[src/rtl/sb_pkg.sv]
`default_nettype none
// ============================================================================
// Module      : sb_pkg
// Description : Shared types and constants for the post-commit store buffer.
//               Holds the default geometry, the pointer width, the byte-lane
//               count and the entry layout (valid, word address, data, be).
// Revision    : 1.0 - initial release
// ============================================================================
package sb_pkg;

  localparam int c_DEPTH  = 4;                 // default number of entries
  localparam int c_ADDR_W = 32;                // default byte-address width
  localparam int c_DATA_W = 32;                // default data width
  localparam int c_PTR_W  = $clog2(c_DEPTH);   // head/tail pointer width
  localparam int c_LANES  = c_DATA_W / 8;      // byte lanes per word

  // One buffered store at the default geometry. The word address drops the
  // two byte-offset bits because stores are tracked per 32-bit word.
  typedef struct packed {
    logic                  valid;
    logic [c_ADDR_W-3:0]   waddr;
    logic [c_DATA_W-1:0]   data;
    logic [c_LANES-1:0]    be;
  } sb_entry_t;

endpackage : sb_pkg
`default_nettype wire

[src/rtl/sb_fwd_lane.sv]
`default_nettype none
// ============================================================================
// Module      : sb_fwd_lane
// Description : Per-byte-lane forwarding selector. Inputs are presented in
//               age order (index 0 = oldest entry). The youngest entry that
//               matches the load word and has this lane's byte enable set
//               supplies the byte.
// Ports       : i_match  - per-entry word-address match (valid folded in)
//               i_be     - per-entry byte enable for this lane
//               i_data   - per-entry byte for this lane, 8 bits per entry
//               o_mask   - lane supplied by the buffer
//               o_byte   - forwarded byte, 0 when o_mask is clear
// Revision    : 1.0 - initial release
// ============================================================================
module sb_fwd_lane
  import sb_pkg::*;
#(
  parameter int DEPTH = c_DEPTH
) (
  input  logic [DEPTH-1:0]   i_match,
  input  logic [DEPTH-1:0]   i_be,
  input  logic [DEPTH*8-1:0] i_data,
  output logic               o_mask,
  output logic [7:0]         o_byte
);

  // Scan oldest to youngest so the last hit (the youngest) wins.
  always_comb begin
    o_mask = 1'b0;
    o_byte = 8'h00;
    for (int k = 0; k < DEPTH; k++) begin
      if (i_match[k] && i_be[k]) begin
        o_mask = 1'b1;
        o_byte = i_data[k*8 +: 8];
      end
    end
  end

endmodule : sb_fwd_lane
`default_nettype wire

[src/rtl/store_buffer.sv]
`default_nettype none
// ============================================================================
// Module      : store_buffer
// Description : Post-commit store queue. Retired stores are held in a small
//               circular FIFO, coalesced into the youngest entry when they
//               hit the same word (unless that entry is the head), forwarded
//               byte-by-byte to younger loads, and drained in order to the
//               data-cache write port over a valid/ready handshake.
// Ports       : clk, reset (async, active-low)
//               enq_valid/enq_ready/enq_addr/enq_data/enq_be - store input
//               lookup_addr, fwd_mask, fwd_data              - load forwarding
//               mem_valid/mem_ready/mem_addr/mem_data/mem_be - cache drain
//               empty, full                                  - occupancy
// Revision    : 1.0 - initial release
// ============================================================================
module store_buffer
  import sb_pkg::*;
#(
  parameter int DEPTH  = c_DEPTH,
  parameter int ADDR_W = c_ADDR_W,
  parameter int DATA_W = c_DATA_W
) (
  input  logic                clk,
  input  logic                reset,
  input  logic                enq_valid,
  output logic                enq_ready,
  input  logic [ADDR_W-1:0]   enq_addr,
  input  logic [DATA_W-1:0]   enq_data,
  input  logic [DATA_W/8-1:0] enq_be,
  input  logic [ADDR_W-1:0]   lookup_addr,
  output logic [DATA_W/8-1:0] fwd_mask,
  output logic [DATA_W-1:0]   fwd_data,
  output logic                mem_valid,
  input  logic                mem_ready,
  output logic [ADDR_W-1:0]   mem_addr,
  output logic [DATA_W-1:0]   mem_data,
  output logic [DATA_W/8-1:0] mem_be,
  output logic                empty,
  output logic                full
);

  localparam int c_PB = $clog2(DEPTH);
  localparam int c_NB = DATA_W / 8;
  localparam int c_WA = ADDR_W - 2;

  // Storage
  logic [DEPTH-1:0]  r_valid;
  logic [c_WA-1:0]   r_waddr [DEPTH];
  logic [DATA_W-1:0] r_data  [DEPTH];
  logic [c_NB-1:0]   r_be    [DEPTH];
  logic [c_PB-1:0]   r_head;
  logic [c_PB-1:0]   r_tail;
  logic [c_PB:0]     r_count;

  logic            w_full;
  logic            w_empty;
  logic            w_enq_fire;
  logic            w_pop;
  logic            w_coalesce;
  logic            w_push;
  logic [c_PB-1:0] w_young;
  logic [c_WA-1:0] w_enq_word;
  logic [c_WA-1:0] w_lk_word;
  logic            w_unused;

  assign w_full     = (r_count == (c_PB+1)'(DEPTH));
  assign w_empty    = (r_count == '0);
  assign w_young    = r_tail - c_PB'(1);
  assign w_enq_word = enq_addr[ADDR_W-1:2];
  assign w_lk_word  = lookup_addr[ADDR_W-1:2];
  assign w_unused   = ^{enq_addr[1:0], lookup_addr[1:0]};

  assign w_enq_fire = enq_valid && !w_full;
  assign w_pop      = !w_empty && mem_ready;

  // The youngest entry is the head exactly when one entry is present, so
  // merging requires at least two entries; this keeps a merge from racing
  // with the head being handed to the cache.
  assign w_coalesce = w_enq_fire && (r_count >= (c_PB+1)'(2)) &&
                      r_valid[w_young] && (r_waddr[w_young] == w_enq_word);
  assign w_push     = w_enq_fire && !w_coalesce;

  // Control state: cleared immediately by reset.
  always_ff @(posedge clk or negedge reset) begin
    if (!reset) begin
      r_valid <= '0;
      r_head  <= '0;
      r_tail  <= '0;
      r_count <= '0;
    end else begin
      if (w_pop) begin
        r_valid[r_head] <= 1'b0;
        r_head          <= r_head + c_PB'(1);
      end
      // Push never targets the head slot: that would need count 0 (no pop)
      // or count DEPTH (no push).
      if (w_push) begin
        r_valid[r_tail] <= 1'b1;
        r_tail          <= r_tail + c_PB'(1);
      end
      case ({w_push, w_pop})
        2'b10:   r_count <= r_count + (c_PB+1)'(1);
        2'b01:   r_count <= r_count - (c_PB+1)'(1);
        default: r_count <= r_count;
      endcase
    end
  end

  // Payload: only meaningful where the valid bit is set, so no reset.
  always_ff @(posedge clk) begin
    if (w_push) begin
      r_waddr[r_tail] <= w_enq_word;
      r_data[r_tail]  <= enq_data;
      r_be[r_tail]    <= enq_be;
    end else if (w_coalesce) begin
      r_be[w_young] <= r_be[w_young] | enq_be;
      for (int b = 0; b < c_NB; b++) begin
        if (enq_be[b]) begin
          r_data[w_young][b*8 +: 8] <= enq_data[b*8 +: 8];
        end
      end
    end
  end

  // Re-order entries by age (index 0 = head) and slice them per byte lane.
  logic [DEPTH-1:0]   w_match;
  logic [DEPTH-1:0]   w_lane_be   [c_NB];
  logic [DEPTH*8-1:0] w_lane_data [c_NB];

  always_comb begin
    w_match = '0;
    for (int b = 0; b < c_NB; b++) begin
      w_lane_be[b]   = '0;
      w_lane_data[b] = '0;
    end
    for (int k = 0; k < DEPTH; k++) begin
      w_match[k] = r_valid[r_head + c_PB'(k)] &&
                   (r_waddr[r_head + c_PB'(k)] == w_lk_word);
      for (int b = 0; b < c_NB; b++) begin
        w_lane_be[b][k]          = r_be[r_head + c_PB'(k)][b];
        w_lane_data[b][k*8 +: 8] = r_data[r_head + c_PB'(k)][b*8 +: 8];
      end
    end
  end

  for (genvar b = 0; b < c_NB; b++) begin : g_lane
    sb_fwd_lane #(
      .DEPTH (DEPTH)
    ) u_lane (
      .i_match (w_match),
      .i_be    (w_lane_be[b]),
      .i_data  (w_lane_data[b]),
      .o_mask  (fwd_mask[b]),
      .o_byte  (fwd_data[b*8 +: 8])
    );
  end

  assign enq_ready = !w_full;
  assign empty     = w_empty;
  assign full      = w_full;
  assign mem_valid = !w_empty;
  assign mem_addr  = {r_waddr[r_head], 2'b00};
  assign mem_data  = r_data[r_head];
  assign mem_be    = r_be[r_head];

endmodule : store_buffer
`default_nettype wire

[config.mk]
export PLATFORM = sky130hd
export DESIGN_NAME = store_buffer
export DESIGN_NICKNAME = d
export VERILOG_FILES = /design/src/rtl/sb_pkg.sv /design/src/rtl/sb_fwd_lane.sv /design/src/rtl/store_buffer.sv
export SDC_FILE = /design/constraint.sdc
export NUM_CORES = 1
export LEC_CHECK = 0
export BUFFER_PORTS_ARGS = -buffer_cell sky130_fd_sc_hd__buf_2
export CORE_MARGIN = 2
export CORE_UTILIZATION = 27
export CTS_CLUSTER_DIAMETER = 60
export CTS_CLUSTER_SIZE = 8
export DETAILED_ROUTE_END_ITERATION = 8
export HOLD_SLACK_MARGIN = 0.06
export PLACE_DENSITY = 0.54
export RECOVER_POWER = 100
export SYNTH_ARGS = -nofsm -noshare
export SYNTH_HDL_FRONTEND = slang
export SYNTH_SLANG_ARGS = --single-unit
[constraint.sdc]
create_clock -name clk -period 9.6 [get_ports clk]
set_input_delay 0.48 -clock clk [delete_from_list [all_inputs] [get_ports clk]]
set_output_delay 0.48 -clock clk [all_outputs]
set_load 0.05 [all_outputs]
# [After elaboration in Yosys (flattened, before gate mapping)]
# Memories as Yosys holds them, arrays and structs flattened.
# Index checks and enable logic that the tools add are counted.
# W data, S select, Z words.
[op_classes] addsub=7 order_cmp=9 n_eq_ne=8 muxes=76 n_bitwise=4 reduce_logical=35
[ops] cell="$eq A30 B30 Y1" n=5
[ops] cell="$mux W8" n=16
[ops] cell="$mux W1" n=45
[ops] cell="$mux W32" n=1
[ops] cell="$reduce_or A32 Y1" n=1
[ops] cell="$logic_and A1 B1 Y1" n=28
[ops] cell="$lt A2 B3 Y1 const B" n=6
[ops] cell="$mux W4" n=4
[ops] cell="$bmux W1 S2" n=5
[ops] cell="$or A4 B4 Y4" n=2
[ops] cell="$pmux W3 S2" n=1
[ops] cell="$add A2 B1 Y2 const B" n=2
[ops] cell="$add A2 B2 Y2 const B" n=2
[ops] cell="$and A4 B4 Y4" n=1
[ops] cell="$demux W1 S2" n=2
[ops] cell="$ge A2 B1 Y1 const B" n=2
[ops] cell="$mux W2" n=2
[ops] cell="$not A4 Y4" n=1
[ops] cell="$reduce_or A4 Y1" n=1
[ops] cell="$add A3 B1 Y3 const B" n=1
[ops] cell="$eq A3 B3 Y1 const B" n=1
[ops] cell="$ge A3 B2 Y1 const B" n=1
[ops] cell="$logic_not A1 Y1" n=3
[ops] cell="$logic_not A3 Y1" n=1
[ops] cell="other kinds (5)" n=5
[word_totals] register_bits=11 ramBits=264 inputBits=104 output_inout_bits=108 memories=3
[memory_table] memory="r_data" words=4 width=32 read_ports=4 rd_ports_with_merged_regs=0 write_ports=1 line_no="store_buffer.sv:49" source="logic [DATA_W-1:0] r_data [DEPTH];"
[memory_table] memory="r_waddr" words=4 width=30 read_ports=5 rd_ports_with_merged_regs=0 write_ports=1 line_no="store_buffer.sv:48" source="logic [c_WA-1:0] r_waddr [DEPTH];"
[memory_table] memory="r_be" words=4 width=4 read_ports=5 rd_ports_with_merged_regs=0 write_ports=1 line_no="store_buffer.sv:50" source="logic [c_NB-1:0] r_be [DEPTH];"

# [Logic depth before layout (Yosys ltp)]
# Gate-level depths: netlist (run 1).
[depth] depth_word=12 mapped_depth=23 depth_no_buf=14

# [Cells and area by module]
# From an unflattened synthesis (run 1), not the netlist that was laid out.
[unflattened] hier_cells=1217 area_unflattened_um2=19336.0
[modules_own_cells] module="store_buffer" instances=1 cells_each=1021 area_per_inst_um2=18139.9 seq_area_each_um2=8202.9
[modules_own_cells] module="sb_fwd_lane" instances=4 cells_each=49 area_per_inst_um2=299.0 seq_area_each_um2=0.0

# [Worst setup path before layout (run 1)]
# OpenSTA, ideal clock, no wires.
[synth_path] path_kind="reg2out" start="register r_head[0]" end="output port fwd_data[24]" arrival_time_ps=5027 setup_slack_ps=4093 path_stages_with_launch=21 path_cell_list="dfrtp_1 -> buf_6 -> buf_6 -> buf_6 -> inv_1 -> buf_2 -> buf_4 -> buf_2 -> ha_1 -> buf_6 -> buf_4 -> buf_2 -> mux4_2 -> xor2_1 -> nor4_1 -> nand4_1 -> clkbuf_1 -> buf_2 -> nor2_1 -> a21oi_1 -> a21oi_1"
[synth_via] elab_chain_len=8 word_cells_on_any_way=30
[synth_rtl] item="start, declared" line_no="store_buffer.sv:51" source="logic [c_PB-1:0] r_head;"
[synth_rtl] item="start signal, assigned" line_no="store_buffer.sv:93" source="r_head <= r_head + c_PB'(1);"
[synth_rtl] item="$add A2 B1 Y2 (tied with other cells)"
[synth_rtl] item="$mem_v2 Z4 W30 (tied with other cells)"
[synth_rtl] item="$eq A30 B30 Y1 (tied with other cells)" line_no="store_buffer.sv:138" source="(r_waddr[r_head + c_PB'(k)] == w_lk_word);"
[synth_rtl] item="$logic_and A1 B1 Y1 (on tied branches)" line_no="store_buffer.sv:137, sb_fwd_lane.sv:32"
[synth_rtl] item="$logic_and A1 B1 Y1 or $mux W8 (tied branches)" line_no="sb_fwd_lane.sv:32" source="if (i_match[k] && i_be[k]) begin"
[synth_rtl] item="$mux W8 (2 in a row)" line_no="sb_fwd_lane.sv:32"
[synth_rtl] item="$mux W8 (*)" line_no="sb_fwd_lane.sv:32"
[synth_rtl] item="end, declared" line_no="store_buffer.sv:32" source="output logic [DATA_W-1:0] fwd_data,"
# Every way passes the cells marked *; elsewhere a longest branch is shown, timed or not. The select of a mux whose other input is x is not followed.

# [Worst setup path after layout (run 1)]
[layout_path] start="register r_tail[0]" end="memory r_data[2][28] in the netlist's numbering (enable)"
[layout_via] elab_chain_len=11 word_cells_on_any_way=26
[layout_rtl] item="start, declared" line_no="store_buffer.sv:52" source="logic [c_PB-1:0] r_tail;"
[layout_rtl] item="start signal, assigned" line_no="store_buffer.sv:99" source="r_tail <= r_tail + c_PB'(1);"
[layout_rtl] item="$sub A2 B1 Y2 (*)" line_no="store_buffer.sv:68" source="assign w_young = r_tail - c_PB'(1);"
[layout_rtl] item="named net w_young[0]" line_no="store_buffer.sv:61" source="logic [c_PB-1:0] w_young;"
[layout_rtl] item="branches (longest 10 deep; another with $mem_v2 Z4 W30)"
[layout_rtl] item="end, declared" line_no="store_buffer.sv:49"
# Mark *: on every way through the listed nets, which the timed path passes. The select of a mux whose other input is x is not followed.

==> results of run 1 <==
[worst register-to-register path, cell delays in order (launching register included)]
cell	delay (ns)
dfrtp_2	0.33
buf_4	0.72
inv_1	0.45
ha_1	1.01
buf_4	0.53
mux4_2	0.44
xnor2_1	0.22
nand4_1	0.26
nor4_1	1.58
nand3_1	0.63
o31ai_1	0.81
and2_0	0.66
[area by class of cell]
cell class	instances	area share (%)
clock buffer	58	5.13
timing repair buffer	226	4.31
antenna	6	0.0656
tap	959	5.24
sequential	275	35.9
clock inverter	8	0.574
inverter	29	0.476
multi-input combinational	885	48.3
[metal layers]
layer	part of all wire, %	routed length, µm	vias up
met1	41	26100	7299
met5	0.18	112	-
met3	8.3	5290	107
met2	48	30600	631
li1	-	-	5857
met4	2.6	1660	20
[worst max path at each step]
stage | depth (start not counted) | to | slack, ns
detailed placement | 11 | r_data[2][1]$_DFFE_PP_ | 2.81
global route | 11 | r_data[2][24]$_DFFE_PP_ | 1.03
finish | 11 | r_data[2][28]$_DFFE_PP_ | 1.57
global placement | 12 | fwd_data[12] | 2.89
CTS | 12 | fwd_data[12] | 2.23
floorplan | 20 | fwd_data[24] | 4.09
[flip-flops by register name, indices dropped and copies added, names as in the netlist]
signal   count
r_head       2
r_be        16
r_waddr    120
r_count      3
r_data     128
r_valid      4
r_tail       2
[cells in the final DEF (no fill, tap or decap), types with 19 or more instances in the layout]
cell type / count
buf_2: 44
xnor2_1: 99
nor2_1: 21
mux4_2: 267
a311o_1: 24
edfxtp_1: 264
clkbuf_1: 173
a21oi_1: 33
o221a_2: 25
inv_1: 29
mux2i_1: 91
nand2_1: 29
nor3b_1: 24
nand4_1: 22
nand3_1: 19
xor2_1: 39
clkbuf_16: 44
[report_power, final]
| group | total (mW) | internal (mW) | switching, mW | leakage [nW] |
|---|---|---|---|---|
| logic | 5.23 | 2.22 | 3.01 | 4.08 |
| registers | 1.89 | 1.61 | 0.280 | 2.55 |
| clock network | 1.47 | 0.922 | 0.550 | 0.630 |
[logic make-up after synthesis]
logic type	count (synthesis)
compound gates	184
flops	275
buf+inv	145
other cells	1
fa+ha+maj	10
xor+xnor	138
simple gates	185
mux	366
==> results.md, run 1 <==
- The register bit count reported by yosys is between 200 and 300.
- The core utilization of the finished layout is 31.3%.
- Sorting the synthesized cells by area gives the leading types as edfxtp_1 (40%), mux4_2 (30%), mux2i_1 (4.5%), xnor2_1 (4.3%), xor2_1 (1.7%).
- Prior to clock tree synthesis, the placed netlist has a worst setup slack of roughly 2.8 ns.
- In the final routed layout, each cell accounts on average for 26.1 µm.
- Setup slack on the critical path of the routed design comes to 1.57 ns.
- The basic-gate share of the synthesized area counting and, or, nand and nor cells is 5.63%.
- The final worst clock skew is 0.0278 ns.
- The clock tree synthesis step divided the H-tree into 2 levels.
- The clock tree buffer depth is 3.
- The clock period could shrink to 8.03 ns.
- The post-cts sizing count is 0.
- Sorting the synthesized cells by how often they occur yields mux4_2 (267), edfxtp_1 (264), xnor2_1 (99).
- The global-route met3 utilization is about 3.7%.
- In the routed design, unresolved DRC markers number 0.
- The final-layout worst hold slack is 0.173 ns.
- The compound-cell area share of the yosys netlist is 7.77%.
- Measured against its own limit, the worst slew margin works out to -31.3%.
- The share of the synthesized netlist area taken by xor and xnor gates is 6.03%.
- Summing the sequential cell areas from Yosys gives slightly above 40% of the chip area.
- For this run, the post-layout net count is 1574.
- The vias after detailed routing is about 14000.
- The transition time of the tightest slew-check pin is 1.95 ns.
- The portion of synthesized area spent on multiplexers is 35.0%.
- The endpoint with the worst hold slack is r_data[1][25]$_DFFE_PP_.
- Once layout is done, the placed cells without fillers occupy 22900 µm².
- In this run the most critical hold path is launched from enq_data[25].
- The DRC violation total after the first TritonRoute iteration is 1362.
- The number of detailed-route iterations in the first pass is 5.
- The count of fill cells added during filler insertion is 7259.
- The kind of cell adding the most delay to the critical path is simple AND/OR/NAND/NOR gates.
- In this run the core area contains around 100 standard-cell rows.
- The worst flop-to-flop path endpoint is r_data[2][28]$_DFFE_PP_.
- A synthesized cell averages 15.4 µm².
- The via count of the first global-routing pass was ~14000.
- Setup violations remaining at the end of the flow were counted as 0.
- The placer congestion estimate is 0.872.
- The largest net degree at the start of global routing is 147.
- The first-pass GRT wire length is 93400 µm.
- Synthesis produced 1304 cells.
- The initial antenna violation count is 15.
- The most repeated cell in the gate-level netlist after synthesis is mux4_2.
- The placeable core area is between 70000 and 80000 µm².
- The multi-input combinational cell area is 11100 µm².
- The worst register-to-register path begins at r_tail[0]$_DFFE_PN0N_.
- The growth of design area from synthesis to finish is 14.2%.
- The chip width is roughly 280 µm.
- TritonCTS built the clock tree.
- The post-route netlist has 30.0% of its cells at a drive strength greater than 1.
- The fraction of met2 tracks used by global routing is about a quarter.
- The remaining number of nets flagged by the antenna check after routing is 0.
- The post-CTS setup buffer count is 0.
- The number of flops mapped to enable cells by yosys is 264.
- The post-route total power is 8.59 mW.
- The sum of negative setup slack is 0 ns.
- Along the worst hold path, the cell count comes to 1.
- For this design the ratio of total power to cell area is between 300 and 400 nW/µm².
- The post-cts hold buffer count is 1.
- In this run the biggest area consumer among cell types represents between 30% and 40% of the synthesized area.
- For this design, the slowest cell found on the critical path is nor4_1.
- The final routed wirelength across all metal layers is 63800 µm.
- The die outline area is about 76000 µm².
- The root buffer cell chosen for the clock tree is clkbuf_16.
- Of all cell types, the one taking the most synthesized area is edfxtp_1.
- The tool flagged a number of max-cap violations equal to 1.
- The most repeated library cell on the critical path is buf_4.
- The number of pins exceeding their max-slew limit in the final report is 9.
- The critical path goes through buf_4 -> inv_1 -> ha_1 -> buf_4 -> mux4_2 -> xnor2_1 -> nand4_1 -> nor4_1 -> nand3_1 -> o31ai_1 -> and2_0.
- The final clock period utilization by the worst path is 83.7%.
- The flow ran to the end, but the final reports show violations.
- The share of synthesized flip-flops with an asynchronous set or reset is roughly 4.0%.
- The number of buffers and inverters on the critical path is 3.
- Clock latency on the worst-skew pair, taken at its later pin, is approximately 0.58 ns.
- In this run the static leakage power is just over 7 nW.
- The final count of hold timing violations is 0.
- The sequential cells in the finished layout cover a total of 8210 µm².
- Data on the critical path arrives at its endpoint at 8.22 ns.
- The y dimension of the die is 276 µm.
- The number of buffers inserted during clock tree synthesis is 43.
- The warning count from the yosys run is 0.
- The fmax is 124 MHz.
- The category of the most critical setup path is flop to flop.
- The top-level port count is between 200 and 250.
- The worst IR drop on VDD is 0.207 mV.
- The count of cells in the finished layout, fillers not included, comes to 2446.
- On the worst path, the slowest cell contributes a delay of about 1.6 ns.
- By area, the combinational part of the netlist is dominated by multiplexers.
- The number of vias per cell is 5.69.
- Summing the areas of all fa, ha and maj instances in the mapped netlist gives 0.662% of the synthesized area.
- Setup repair after global routing left no endpoint under its margin.
- The depth of the most critical reg-to-reg path is 11.
- The endpoint type of the worst setup path is a flop.
- The path category of the worst min-delay check is primary input to flop.
- The number of buffers inserted by port buffering is 205.
- The primary flip-flop cell chosen by synthesis mapping is edfxtp_1.
- For this configuration, the core starts out at a cell density of between 20% and 30%.
- The start point of the critical path is r_tail[0]$_DFFE_PN0N_.
- The total overflow left after global routing is 0.
- Counting distinct cell types in the post-synthesis netlist gives 80.
- The placed wire-length estimate is 45000 µm.
- The mapped netlist covers 20000 µm².
- The instance area after placement is between 20000 and 25000 µm².
- The category of the worst setup path launch point is a flop.
- The number of sinks driven by the clock tree is 275.
- The combined global-route utilization of all metal layers is 16.2%.
- The final reports fail on capacitance limit, slew limit.
- The maximum fanout along the worst path is 44.
- met2 is the most crowded layer.
- The worst register-to-register path has a setup slack of between 1.5 and 2 ns.
- After clock tree synthesis, the clock-pin slew on the worst setup and hold paths is 0.05 ns.
- The met1 routing resource usage after global routing is between 20% and 30%.
- Counting tap cells, the placed design contains a total of 2373 instances.
- At the worst endpoint, the required time is 9.79 ns.
Note: power is estimated with default switching activity, not from simulation.
==> run 2, diff against run 1 <==
--- a/config.mk
+++ b/config.mk
@@ -5,6 +5,7 @@
 export SDC_FILE = /design/constraint.sdc
 export NUM_CORES = 1
 export LEC_CHECK = 0
+export ABC_AREA = 1
 export BUFFER_PORTS_ARGS = -buffer_cell sky130_fd_sc_hd__buf_2
 export CORE_MARGIN = 2
 export CORE_UTILIZATION = 27
@@ -12,7 +13,7 @@
 export CTS_CLUSTER_SIZE = 8
 export DETAILED_ROUTE_END_ITERATION = 8
 export HOLD_SLACK_MARGIN = 0.06
-export PLACE_DENSITY = 0.54
+export PLACE_DENSITY = 0.55
 export RECOVER_POWER = 100
 export SYNTH_ARGS = -nofsm -noshare
 export SYNTH_HDL_FRONTEND = slang
==> constraint.sdc (replaced) <==
create_clock -name clk -period 7.33 [get_ports clk]
set_input_delay 0.3665 -clock clk [delete_from_list [all_inputs] [get_ports clk]]
set_output_delay 0.3665 -clock clk [all_outputs]
set_load 0.05 [all_outputs]
==> run 2 against run 1 <==
Effect of this change: the run still ends with capacitance limit, slew limit left; setup slack got worse by 0.82 ns; wire length rose by 25%; clock skew barely moved.
==> results.md, run 2 <==
- The initial antenna violation count was 12.
- The number of buffers inserted by port buffering is 205.
- At the later pin of the worst-skew pair, clock insertion delay measures 0.59 ns.
- The final count of hold timing violations was 0.
- The depth of the most critical reg-to-reg path is 16.
- TritonCTS built the clock tree.
- Wires add up to 79600 µm.
- The first routing iteration left about 2000 violations.
- The endpoint type of the worst setup path is an output pin.
- The primary flip-flop cell chosen by synthesis mapping is edfxtp_1.
- The register name with the most flops is r_data.
- The number of flip-flops under the largest register name is between 100 and 150.
- Cells fill 31.4% of the core in the end.
- The y dimension of the die is about 280 µm.
- The number of pins exceeding their max-slew limit in the final report is 39.
- Setup repair after global routing left no endpoint under its margin.
- In the final routed layout, each cell accounts on average for ~18 µm.
- Pin placement for this block handled about 210 I/O pins.
- The synthesized design devotes to its leading area cell type 37.6% of total area.
- The number of max-cap violations is 1.
- The combined buffer and inverter count along the critical path is 4.
- Summing all multi-input logic gate instances after layout gives 10900 µm².
- The highest-delay cell along the critical path is ha_2.
- The beginning of the worst hold path is enq_addr[5].
- The die outline area is 80400 µm².
- In the post-synthesis netlist, the biggest area contributors are edfxtp_1 (38%), nand2_1 (22%), nand3_1 (8.4%), o21ai_0 (7.1%), inv_1 (5.4%).
- The via count of the first global-routing pass was 19100.
- For flop-to-flop paths, the worst setup slack is around 1.1 ns.
- Measured against its own limit, the worst slew margin works out to -32.6%.
- After clock tree synthesis, the clock-pin slew on the worst setup and hold paths is 0.05 ns.
- The post-synthesis cell type count is 37.
- The largest net degree at the start of global routing is about 140.
- After synthesis, the mean cell area works out to 6.84 µm².
- The checks that failed: capacitance limit, slew limit.
- In the routed layout, each cell is associated on average with a via count of 4.82.
- Registers take ~8000 µm².
- The worst flop-to-flop path endpoint is r_valid[0]$_DFF_PN0_.
- The post-CTS setup buffer count is 0.
- The placer congestion estimate is 0.939.
- The flow ran to the end, but the final reports show violations.
- CTS built an H-tree with a depth of 2.
- The first-pass GRT wire length is 118000 µm.
- The clock tree buffer depth is 3.
- In the global route stage, overall resource usage came out at 19.3%.
- The startpoint identified for the worst register-to-register timing path is r_tail[1]$_DFFE_PN0N_.
- The category of the worst setup path launch point is a flop.
- The placeable core area is 77500 µm².
- At the end of the flow, the number of nets in the layout was roughly 3400.
- After detailed routing, the number of remaining DRC violations is 0.
- The worst IR drop on VDD is between 0.3 and 0.4 mV.
- For this run, the slowest stage of the critical path takes 0.91 ns.
- The post-route minimum period is 6.58 ns.
- Counting stages on the worst path, the most repeated cell is nand2_1.
- The number of flops mapped to enable cells by yosys is 264.
- The total congestion overflow after global routing is 0.
- Of the cells placed in the final design, the portion with a size suffix greater than 1 is 6.67%.
- The worst setup path is of the flop to output pin kind.
- At the pin with the least slew margin, the transition time is 1.99 ns.
- In this run the static leakage power is about 11 nW.
- Power spread over the standard cell area amounts to 501 nW/µm².
- The growth of design area from synthesis to finish is 15.4%.
- Walking the worst path, the cells encountered are inv_6 -> ha_2 -> inv_6 -> o21ai_0 -> nand2_1 -> nor2_1 -> nand2_1 -> nor2_1 -> nand2_1 -> nor2_2 -> buf_4 -> nand2_2 -> nand3_1 -> nand2_1 -> nand2_1 -> nand2_1 -> buf_2.
- The final worst clock skew is ~0.028 ns.
- By count the netlist is led by nand2_1 (1253), nand3_1 (355), inv_1 (306).
- The largest registers in the layout are r_data (128), r_waddr (120), r_be (16).
- From left edge to right edge, the die measures roughly 280 µm.
- Clock tree synthesis found a total of roughly 280 sinks.
- For this configuration, the core starts out at a cell density of 27.2%.
- The sequential share of the synthesized area is 38.9%.
- The path category of the worst min-delay check is primary input to flop.
- The number of buffers inserted during clock tree synthesis is 42.
- The placed wire-length estimate is ~58000 µm.
- Synthesis handed over a netlist of 3085 instances.
- Setup violations remaining at the end of the flow were counted as 0.
- In this run the core area contains ~100 standard-cell rows.
- STA puts the critical path data arrival time at 6.22 ns.
- Leaving out fill and tap cells, the most frequent cells in the layout are nand2_1 (1253), nand3_1 (355), inv_1 (308).
- Counting the fill cells in the layout gives around 8600.
- The tree is rooted in a clkbuf_16.
- The kind of cell adding the most delay to the critical path is simple AND/OR/NAND/NOR gates.
- Yosys printed 0 warnings.
- The number of detailed-route iterations in the first pass is 6.
- The final clock period utilization by the worst path is 89.8%.
- The detail route stage leaves a number of antenna-violating nets equal to 0.
- Of all nets on the critical path, the largest fanout is 128.
- The most repeated cell in the gate-level netlist after synthesis is nand2_1.
- The register bit count reported by yosys is 275.
- Counting flops with an async set or reset pin after synthesis yields a share of 4.00%.
- Setup total negative slack on the finished layout was measured at 0 ns.
- The fmax is 152 MHz.
- The cell type with the highest aggregate area in the netlist is edfxtp_1.
- Leaving out fill and tap cells, the most frequent cell in the layout is nand2_1.
- The number of cells on the worst hold path is 1.
- The endpoint with the worst hold slack is r_waddr[2][3]$_DFFE_PP_.
- For the worst setup path, the data required time is about 7.0 ns.
- The detailed router placed 20800 vias in this run.
- In this run the cell area of the synthesized design comes to 21100 µm².
-- run 2: cell count changes after synthesis, moves of 33 or more --
cell,delta
inv_1,+278
mux4_2,-267
nand2_1,+1224
nand3_1,+336
nor2_1,+99
o211ai_1,+35
o21ai_0,+291
o21ai_1,+33
or2_2,+35
xnor2_1,-98
-- run 2: cells by family after synthesis --
kind of cell | share of synthesized area [%]
and+or+nand+nor | 36.6
other | 0.0178
buffers and inverters | 9.74
muxes | 3.13
adders and majority gates | 0.628
xor gates and xnor gates | 0.622
DFF | 38.9
AOI/OAI and AO/OA | 10.4
-- run 2: how the worst max path moves through the flow --
stage / slack [ns] / end / cells past startpoint / from
after global routing: 0.42 / fwd_data[8] / 17 / r_head[1]$_DFFE_PN0P_
after global placement: 1.63 / fwd_data[11] / 17 / r_head[1]$_DFFE_PN0P_
final: 0.75 / fwd_data[8] / 17 / r_head[1]$_DFFE_PN0P_
after CTS: 0.98 / fwd_data[8] / 17 / r_head[1]$_DFFE_PN0P_
after detailed placement: 1.61 / fwd_data[8] / 17 / r_head[1]$_DFFE_PN0P_
after floorplan: 3.16 / fwd_data[0] / 26 / r_head[1]$_DFFE_PN0P_
-- run 2: stage by stage --
step	std cells	total power, mW	area, µm²	hold slack [ns]	worst slack (ns)
floorplan	3086	8.14	21100	0.0709	3.16
global placement	4198	10.3	22800	0.262	1.63
detailed placement	4198	10.4	22800	0.261	1.61
CTS	4310	12.2	24500	0.0661	0.976
global route	4315	13.1	24300	0.197	0.419
finish	4316	12.2	24400	0.176	0.748
-- run 2: layout make-up --
class,count,share of cell area (%)
well taps,1040,5.34
clock buffers,50,4.48
repair buffers,281,6.38
flip-flops and latches,275,33.7
multi-input cells,2339,44.6
clock inverters,9,0.478
inverters,316,4.91
diodes,6,0.0617
-- run 2: repair_timing --
action | CTS | global route
hold buffers | 53 | 0
hold endpoints to repair | 217 | 0
gates resized for setup | 0 | 0
-- run 2: routing by layer --
layer	global-route usage [%]	routed length, µm	part of all wire (%)
met1	26.5	35800	45
met5	0	67	0.084
met2	30.3	34800	44
met4	7.82	3190	4.0
met3	2.89	5730	7.2
-- run 2: power by group --
part | leakage (nW) | internal [mW] | total [mW] | switching (mW)
sequential | 2.54 | 2.09 | 2.27 | 0.179
combinational | 8.01 | 1.95 | 8.11 | 6.16
clock | 0.583 | 1.08 | 1.82 | 0.737
total | 11.1 | 5.13 | 12.2 | 7.07
